File: src/rtl/audio_adc_i2s_receiver.sv
// audio_adc_i2s_receiver
//   Deserializes the codec ADC I2S stream into parallel left/right pairs.
//   BCLK, ADCLRCK and ADCDAT are asynchronous to s_CLK. Each one is synchronized
//   and edge-detected, then the word FSM runs entirely in the s_CLK domain.
// Ports:
//   s_CLK, s_RESET        system clock, async active-high reset
//   s_EN                  receiver enable (low: FSM idles, partial frame dropped)
//   i_BitSCLK, i_ADC_LRCK, i_ADC_Data   codec serial interface (LRCK 0 = left)
//   o_Left, o_Right, o_Valid, i_Ready   stereo pair valid/ready output
//   o_Overrun, i_OverrunClr             sticky pair-dropped flag and its clear
//   o_Busy                FSM is not idle
module audio_adc_i2s_receiver #(
  parameter int DATA_WIDTH  = 16,
  parameter int SYNC_STAGES = 2
) (
  input  logic                  s_CLK,
  input  logic                  s_RESET,
  input  logic                  s_EN,
  input  logic                  i_BitSCLK,
  input  logic                  i_ADC_LRCK,
  input  logic                  i_ADC_Data,
  output logic [DATA_WIDTH-1:0] o_Left,
  output logic [DATA_WIDTH-1:0] o_Right,
  input  logic                  i_Ready,
  output logic                  o_Valid,
  output logic                  o_Overrun,
  input  logic                  i_OverrunClr,
  output logic                  o_Busy
);

  localparam int CW = $clog2(DATA_WIDTH + 1);

  typedef enum logic [1:0] {S_IDLE, S_DELAY, S_SHIFT, S_WAIT} state_t;

  logic [SYNC_STAGES-1:0] r_bclk_sync, r_lrck_sync, r_data_sync;
  logic                   r_bclk_d, r_lrck_d;
  logic                   w_bclk_rise, w_lr_rise, w_lr_fall, w_data;

  state_t                 r_state;
  logic                   r_chan;      // 0 = left word in progress, 1 = right
  logic                   r_have_left; // a left word of the current frame is stored
  logic [DATA_WIDTH-1:0]  r_shift;
  logic [CW-1:0]          r_cnt;
  logic [DATA_WIDTH-1:0]  r_left_word, r_right_word;
  logic                   r_pair_done;
  logic [CW-1:0]          w_pad;
  logic [DATA_WIDTH-1:0]  w_just, w_full;

  // Synchronizers plus one extra flop per control line for edge detection
  always_ff @(posedge s_CLK or posedge s_RESET) begin
    if (s_RESET) begin
      r_bclk_sync <= '0;
      r_lrck_sync <= '0;
      r_data_sync <= '0;
      r_bclk_d    <= 1'b0;
      r_lrck_d    <= 1'b0;
    end else begin
      r_bclk_sync <= {r_bclk_sync[SYNC_STAGES-2:0], i_BitSCLK};
      r_lrck_sync <= {r_lrck_sync[SYNC_STAGES-2:0], i_ADC_LRCK};
      r_data_sync <= {r_data_sync[SYNC_STAGES-2:0], i_ADC_Data};
      r_bclk_d    <= r_bclk_sync[SYNC_STAGES-1];
      r_lrck_d    <= r_lrck_sync[SYNC_STAGES-1];
    end
  end

  assign w_bclk_rise = r_bclk_sync[SYNC_STAGES-1] & ~r_bclk_d;
  assign w_lr_rise   = r_lrck_sync[SYNC_STAGES-1] & ~r_lrck_d;
  assign w_lr_fall   = ~r_lrck_sync[SYNC_STAGES-1] & r_lrck_d;
  assign w_data      = r_data_sync[SYNC_STAGES-1];

  // Short word: left-justify the bits taken so far, zero-fill the LSBs
  assign w_pad  = CW'(DATA_WIDTH) - r_cnt;
  assign w_just = r_shift << w_pad;
  assign w_full = {r_shift[DATA_WIDTH-2:0], w_data};

  always_ff @(posedge s_CLK or posedge s_RESET) begin
    if (s_RESET) begin
      r_state      <= S_IDLE;
      r_chan       <= 1'b0;
      r_have_left  <= 1'b0;
      r_shift      <= '0;
      r_cnt        <= '0;
      r_left_word  <= '0;
      r_right_word <= '0;
      r_pair_done  <= 1'b0;
    end else begin
      r_pair_done <= 1'b0;
      if (!s_EN) begin
        r_state     <= S_IDLE;
        r_have_left <= 1'b0;
      end else begin
        case (r_state)
          S_IDLE: begin
            if (w_lr_fall) begin
              r_state     <= S_DELAY;
              r_chan      <= 1'b0;
              r_have_left <= 1'b0;
            end
          end
          S_DELAY: begin
            if (w_lr_rise || w_lr_fall) begin
              // Restart on the new channel; any stored left no longer pairs
              r_chan      <= w_lr_rise;
              r_have_left <= 1'b0;
            end else if (w_bclk_rise) begin
              r_state <= S_SHIFT;
              r_cnt   <= '0;
              r_shift <= '0;
            end
          end
          S_SHIFT, S_WAIT: begin
            if (w_lr_rise || w_lr_fall) begin
              r_state <= S_DELAY;
              r_chan  <= w_lr_rise;
              if (w_lr_rise && !r_chan) begin
                if (r_state == S_SHIFT) begin
                  r_left_word <= w_just;
                  r_have_left <= 1'b1;
                end
              end else if (w_lr_fall && r_chan && r_state == S_SHIFT && r_have_left) begin
                r_right_word <= w_just;
                r_pair_done  <= 1'b1;
                r_have_left  <= 1'b0;
              end else if (!(w_lr_rise && !r_chan) && !(w_lr_fall && r_chan)) begin
                // Edge that does not end the current channel breaks the frame
                r_have_left <= 1'b0;
              end
            end else if (r_state == S_SHIFT && w_bclk_rise) begin
              r_shift <= w_full;
              r_cnt   <= r_cnt + 1'b1;
              if (r_cnt == CW'(DATA_WIDTH - 1)) begin
                r_state <= S_WAIT;
                if (!r_chan) begin
                  r_left_word <= w_full;
                  r_have_left <= 1'b1;
                end else if (r_have_left) begin
                  r_right_word <= w_full;
                  r_pair_done  <= 1'b1;
                  r_have_left  <= 1'b0;
                end
              end
            end
          end
          default: r_state <= S_IDLE;
        endcase
      end
    end
  end

  // Output holding stage with overrun detection
  always_ff @(posedge s_CLK or posedge s_RESET) begin
    if (s_RESET) begin
      o_Left    <= '0;
      o_Right   <= '0;
      o_Valid   <= 1'b0;
      o_Overrun <= 1'b0;
    end else begin
      if (r_pair_done && (!o_Valid || i_Ready)) begin
        o_Left  <= r_left_word;
        o_Right <= r_right_word;
        o_Valid <= 1'b1;
      end else if (o_Valid && i_Ready) begin
        o_Valid <= 1'b0;
      end
      // A same-cycle drop wins over the clear pulse
      if (r_pair_done && o_Valid && !i_Ready)
        o_Overrun <= 1'b1;
      else if (i_OverrunClr)
        o_Overrun <= 1'b0;
    end
  end

  assign o_Busy = (r_state != S_IDLE);

endmodule

File: config.mk
export PLATFORM = sky130hd
export DESIGN_NAME = audio_adc_i2s_receiver
export DESIGN_NICKNAME = d
export VERILOG_FILES = /design/src/rtl/audio_adc_i2s_receiver.sv
export SDC_FILE = /design/constraint.sdc
export NUM_CORES = 1
export LEC_CHECK = 0
export CAP_MARGIN = 20
export CORE_ASPECT_RATIO = 0.5
export CORE_MARGIN = 8
export CORE_UTILIZATION = 64
export CTS_BUF_LIST = sky130_fd_sc_hd__clkbuf_8
export DETAILED_ROUTE_END_ITERATION = 6
export PLACE_DENSITY = 0.91
export SLEW_MARGIN = 20
export SYNTH_ARGS = -nofsm -noshare
export SYNTH_HDL_FRONTEND = slang
export SYNTH_SLANG_ARGS = --single-unit
File: constraint.sdc
create_clock -name s_CLK -period 7.76 [get_ports s_CLK]
set_input_delay 1.552 -clock s_CLK [delete_from_list [all_inputs] [get_ports s_CLK]]
set_output_delay 1.552 -clock s_CLK [all_outputs]
set_load 0.02 [all_outputs]
==> impl_metrics.ini, run 1 <==
[global_routing]
track_usage = 0.188
grt_max_degree = 66
antenna_found_initial = 0
grt_pass1_vias = 3091
overflow = 0
grt_pass1_wl_um = 16300

[yosys]
synth_edf_count = 0
syn_area_per_cell_um2 = 11.3
synth-seq-cells = 100
yosysUniqueCellTypes = 50
synth_area_mm2 = 0.00480
synth_fp_nets = 439
yosys_most_used_dff = dfrtp_1
synth-seq-area-share = 0.522
syn_inst = 426
postSynth.asyncResetShare = 1.00
ys_warn_count = 0

[placement]
io_buffers = 42
gp_congestion = 0.948
dp_hpwl_um = 7120
dp_cells = 541
place_area_mm2 = 0.00524

[cells_and_area]
fin_nets = 470
register_area_mm2 = 0.00250
n_fill_cell = 504
final_area_mm2 = 0.00545
area_delta_synth_final_pct = 13.7
drive_gt1_frac = 0.216
finish.utilization = 0.748
antenna_cells = 0
multi_input_area_mm2 = 0.00214
final_cells = 558

[clock_network]
cts.sinks = 100
root_buffer = clkbuf_8
cts_buffer_depth = 2
cts.repair.resized = 0
cts_setup_buffers = 0
clk_latency_ps = 380
holdBufCountCts = 0
clkTransAtPathRegs_ps = 90
cts_tree = yes
htreeDepth = 3
cts-buffers-inserted = 9

[sta]
fmax_ghz = 0.242
final.min_clock_period_ps = 4140
finalMaxSlewViolations = 0
tightest_slew_ps = 989
rsz0062_at_grt = false
skew_ps = 11.0
min_period_over_period = 0.533
setup_viol = 0
final-hold-violation-count = 0
setup_tns_ps = 0
slew_headroom = 0.341

[routing]
via_per_inst = 6.00
drt_wl_total_um = 9900
drtAntennaViolNets = 0
vias = 3347
dr.pass1.iters = 6
wl_per_cell_um = 17.7
drc = 0
drt_iter0_drc = 285

[floorplanning]
die_x_um = 138
rows = 22
ios = 43
core_mm2 = 0.00729
die_area_mm2 = 0.0107
die_h_um = 77.2
initial_core_util = 0.658

[worst_hold_path]
hold_path_class = reg -> reg

[power]
power-per-cell-area_mw_per_mm2 = 167
p_leak_uw = 0.00251
peakVddDrop_mv = 0.141

[outcome]
status = finished clean

[critical_path]
timing.critical_path.required_ps = 6210
end_kind = output pin
worstPathMaxFanout = 29
arrival_ps = 2590
start_kind = flip-flop
worst-setup-path-type = reg -> out

[run]
cap_viol_max_count = 0
[registers in the layout, indices dropped and copies added (netlist names)]
register and flops:
o_Left 16, o_Overrun 1, o_Right 16, o_Valid 1, r_bclk_d 1, r_bclk_sync 2
r_chan 1, r_cnt 5, r_data_sync 2, r_have_left 1, r_left_word 16, r_lrck_d 1
r_lrck_sync 2, r_pair_done 1, r_right_word 16, r_shift 16, r_state 2
[kinds of logic after synthesis]
group | after synthesis | synth area share
and+or+nand+nor | 114 | 0.106
DFF | 100 | 0.522
muxes | 89 | 0.215
AOI/OAI and AO/OA | 75 | 0.101
buffers and inverters | 38 | 0.0344
xor gates and xnor gates | 5 | 0.00913
adders and majority gates | 5 | 0.0130
[per-stage QoR]
stage | hold WS (ps) | total power (uW) | setup slack [ps]
final | 358 | 911 | 3620
after global routing | 366 | 947 | 3380
after CTS | 364 | 919 | 3600
after detailed placement | 338 | 613 | 4020
after global placement | 332 | 611 | 4030
after floorplan | 331 | 599 | 3590
[synthesized netlist by cell type, types with 2 or more instances]
master,number,area share
buf_1,5,0.0039
mux4_1,2,0.011
clkbuf_1,12,0.0094
nor2b_1,5,0.0065
a22o_1,4,0.0073
nand2b_1,2,0.0026
nor3b_1,2,0.0031
ha_1,5,0.013
nand2_1,68,0.053
mux2i_1,10,0.021
nor2_1,15,0.012
a21oi_1,11,0.011
nand3_1,3,0.0031
o22ai_1,4,0.0052
buf_2,6,0.0063
nor3_1,6,0.0063
xor2_1,3,0.0055
and3_1,3,0.0039
a2111oi_0,2,0.0037
inv_1,11,0.0086
nor4_1,2,0.0026
nand4_1,2,0.0026
a221o_1,2,0.0042
mux2_2,75,0.18
o211ai_1,6,0.0094
dfrtp_1,100,0.52
o21ai_0,35,0.037
buf_4,2,0.0031
xnor2_1,2,0.0037
[critical path, cell delays in order, from the launching register on]
cell             delay, ps
dfrtp_1                900
clkinv_1               490
nand2_1                200
clkdlybuf4s50_1        620
[area by class of cell]
type | count | share of cell area
Multi-Input combinational cell | 288 | 0.393
Clock buffer | 9 | 0.0227
Inverter | 12 | 0.00872
Clock inverter | 7 | 0.0110
Sequential cell | 100 | 0.459
Tap cell | 96 | 0.0220
Timing Repair Buffer | 46 | 0.0840
[path summary, 6_finish.rpt]
kind,startpoint,to,slack (ps),cells after the start
max,r_state[1],o_Busy,3620,3
min,r_lrck_sync[0],r_lrck_sync[1],360,0
min reg2reg,r_lrck_sync[0],r_lrck_sync[1],360,0
max in group asynchronous,s_RESET,r_left_word[12],5110,3
max reg2reg,r_cnt[0],r_left_word[12],4130,8
min in group asynchronous,s_RESET,r_right_word[15],1540,2
[layout by cell type, fill, tap and decap left out, drive strengths merged, types with 3 or more instances in the layout]
master and count:
mux2 76, clkinv 3, nand2 68, o22ai 4, ha 5, a22o 4, mux2i 10, clkdlybuf4s50 42
nor2b 5, dfrtp 100, and3 3, clkbuf 9, a21oi 11, inv 15, nor2 15, xor2 3
nand3 3, buf 4, o21ai 35, o211ai 6, mux4 3, nor3 7
[layer usage]
metal  up-vias  share of wire  global-route usage  wire length [um]
met5         -              0                   0                 0
met4         0          0.013              0.0592               130
met3        20          0.075              0.0578               743
met2       110           0.44               0.270              4400
met1      1648           0.47               0.264              4640
li1       1569              -                   -                 -
[power breakdown]
part / total (uW) / internal, uW / switching [uW]
Combinational: 67.9 / 24.8 / 43.2
Sequential: 535 / 526 / 9.08
Clock: 308 / 122 / 186
Total: 911 / 673 / 238
No activity file was read; power rests on OpenSTA's default activity.
==> run 2: changes to the inputs <==
- CORE_UTILIZATION: 64 -> 60
- PLACE_DENSITY: 0.91 -> 0.87
- clock period: 7.76 -> 4.3 ns (I/O delays scaled with it)
==> run 2 against run 1 <==
  * Sequential power increased by 80%
  * Power up 88%
  * Non-clock buffer count is 3 higher
  * Die area grew 5.6%
  * Flip-flop and latch count is the same
  * Hold slack improved by 5.1 ps
  * Critical path depth is the same
  * Setup slack worse by 2800 ps
  * Sequential share of layout area fell by 0.58 points
  * Critical path type unchanged
  * Largest power group unchanged
==> impl_metrics.ini, run 2 (synthesized netlist as in run 1, its figures left out) <==
[placement]
place_area_mm2 = 0.00531
dp_hpwl_um = 7090
gp_congestion = 0.930
io_buffers = 42

[sta]
setup_viol = 0
final-hold-violation-count = 0
fmax_ghz = 0.289
min_period_over_period = 0.804
tightest_slew_ps = 866
finalMaxSlewViolations = 0
slew_headroom = 0.423
skew_ps = 13.1
setup_tns_ps = 0
final.min_clock_period_ps = 3460
rsz0062_at_grt = false

[routing]
via_per_inst = 5.76
drtAntennaViolNets = 0
vias = 3321
met1_length_um = 4860
wl_per_cell_um = 17.4
wl_met3_um = 816
topRoutingLayerUsed = met4
dr_wl_met2_um = 4260
dr.pass1.iters = 5
drc = 0
drt_wl_total_um = 10100
drt_iter0_drc = 236

[clock_network]
htreeDepth = 3
holdBufCountCts = 0
clk_latency_ps = 380
clkTransAtPathRegs_ps = 90
cts_setup_buffers = 0
root_buffer = clkbuf_8
cts_tree = yes
cts-buffers-inserted = 9
cts.repair.resized = 0
cts_buffer_depth = 2
cts.sinks = 100

[power]
p_leak_uw = 0.00254
power-per-cell-area_mw_per_mm2 = 310
peakVddDrop_mv = 0.166

[critical_path]
start_kind = flip-flop
worstPathMaxFanout = 29
critPathBufInv = 2
worst-setup-path-type = reg -> out
path_cells = clkinv_1 -> nand2_1 -> clkdlybuf4s50_1
end_kind = output pin
rrSetupSlack_ps = 1270
path_depth = 3
timing.critical_path.required_ps = 3440
cp_slowest_cell = dfrtp_1
r2r_end = r_right_word[12]
reg2reg_depth = 8
arrival_ps = 2600
cp_top_family = buffers and inverters
r2r-start = r_cnt[1]
slowest_delay_ps = 900
cp-endpoint = o_Busy
startpoint = r_state[1]

[cells_and_area]
n_fill_cell = 594
final_area_mm2 = 0.00552
area_delta_synth_final_pct = 15.1
antenna_cells = 0
multi_input_area_mm2 = 0.00214
register_area_mm2 = 0.00250
final_cell_mix = dfrtp_1, mux2_2, nand2_1
drive_gt1_frac = 0.224
fin_nets = 473
final_common_cell = dfrtp_1

[global_routing]
track_usage = 0.186
overflow = 0
antenna_found_initial = 0
grt_max_degree = 62
grt_pass1_wl_um = 16400
grt_pass1_vias = 3155

[floorplanning]
rows = 23
initial_core_util = 0.608
die_h_um = 79.2
core_mm2 = 0.00789
die_area_mm2 = 0.0113
die_x_um = 142
ios = 43

[outcome]
status = finished clean

[worst_hold_path]
hold_path_class = reg -> reg

[run]
cap_viol_max_count = 0
## run 2: layer usage
| layer | up-vias | global-route usage |
|---|---|---|
| met1 | 1612 | 0.272 |
| met5 | - | 0 |
| li1 | 1578 | - |
| met4 | 0 | 0.0568 |
| met3 | 9 | 0.0461 |
| met2 | 122 | 0.267 |
## run 2: power breakdown
group | internal (uW) | switching, uW | total (uW) | leakage [uW]
clock network | 278 | 338 | 616 | 0.000103
logic | 46.7 | 82.7 | 129 | 0.00106
registers | 950 | 15.7 | 965 | 0.00137
total | 1270 | 437 | 1710 | 0.00254
## run 2: cell type report
type	instances	area share
Multi-Input combinational cell	288	0.388
Clock buffer	9	0.0224
Inverter	12	0.00861
Clock inverter	7	0.0150
Sequential cell	100	0.453
Timing Repair Buffer	49	0.0879
Tap cell	112	0.0254
## run 2: worst min-delay path by stage
stage | from | endpoint | cells past startpoint
3_3_place_gp | r_data_sync[0] | r_data_sync[1] | 0
3_5_place_dp | r_lrck_sync[0] | r_lrck_sync[1] | 0
6_report | r_data_sync[0] | r_data_sync[1] | 0
4_1_cts | r_data_sync[0] | r_data_sync[1] | 0
2_1_floorplan | r_bclk_sync[0] | r_bclk_sync[1] | 0
5_1_grt | r_data_sync[0] | r_data_sync[1] | 0
## run 2: stage by stage
step | std cells | setup slack, ps | power (uW) | hold slack [ps] | util
after floorplan | 426 | 821 | 1080 | 331 | -
after global routing | 577 | 670 | 1780 | 384 | 0.700
after global placement | 561 | 1330 | 1110 | 333 | 0.673
after detailed placement | 561 | 1310 | 1110 | 342 | 0.673
final | 577 | 841 | 1710 | 363 | 0.700
after CTS | 577 | 895 | 1730 | 370 | 0.699
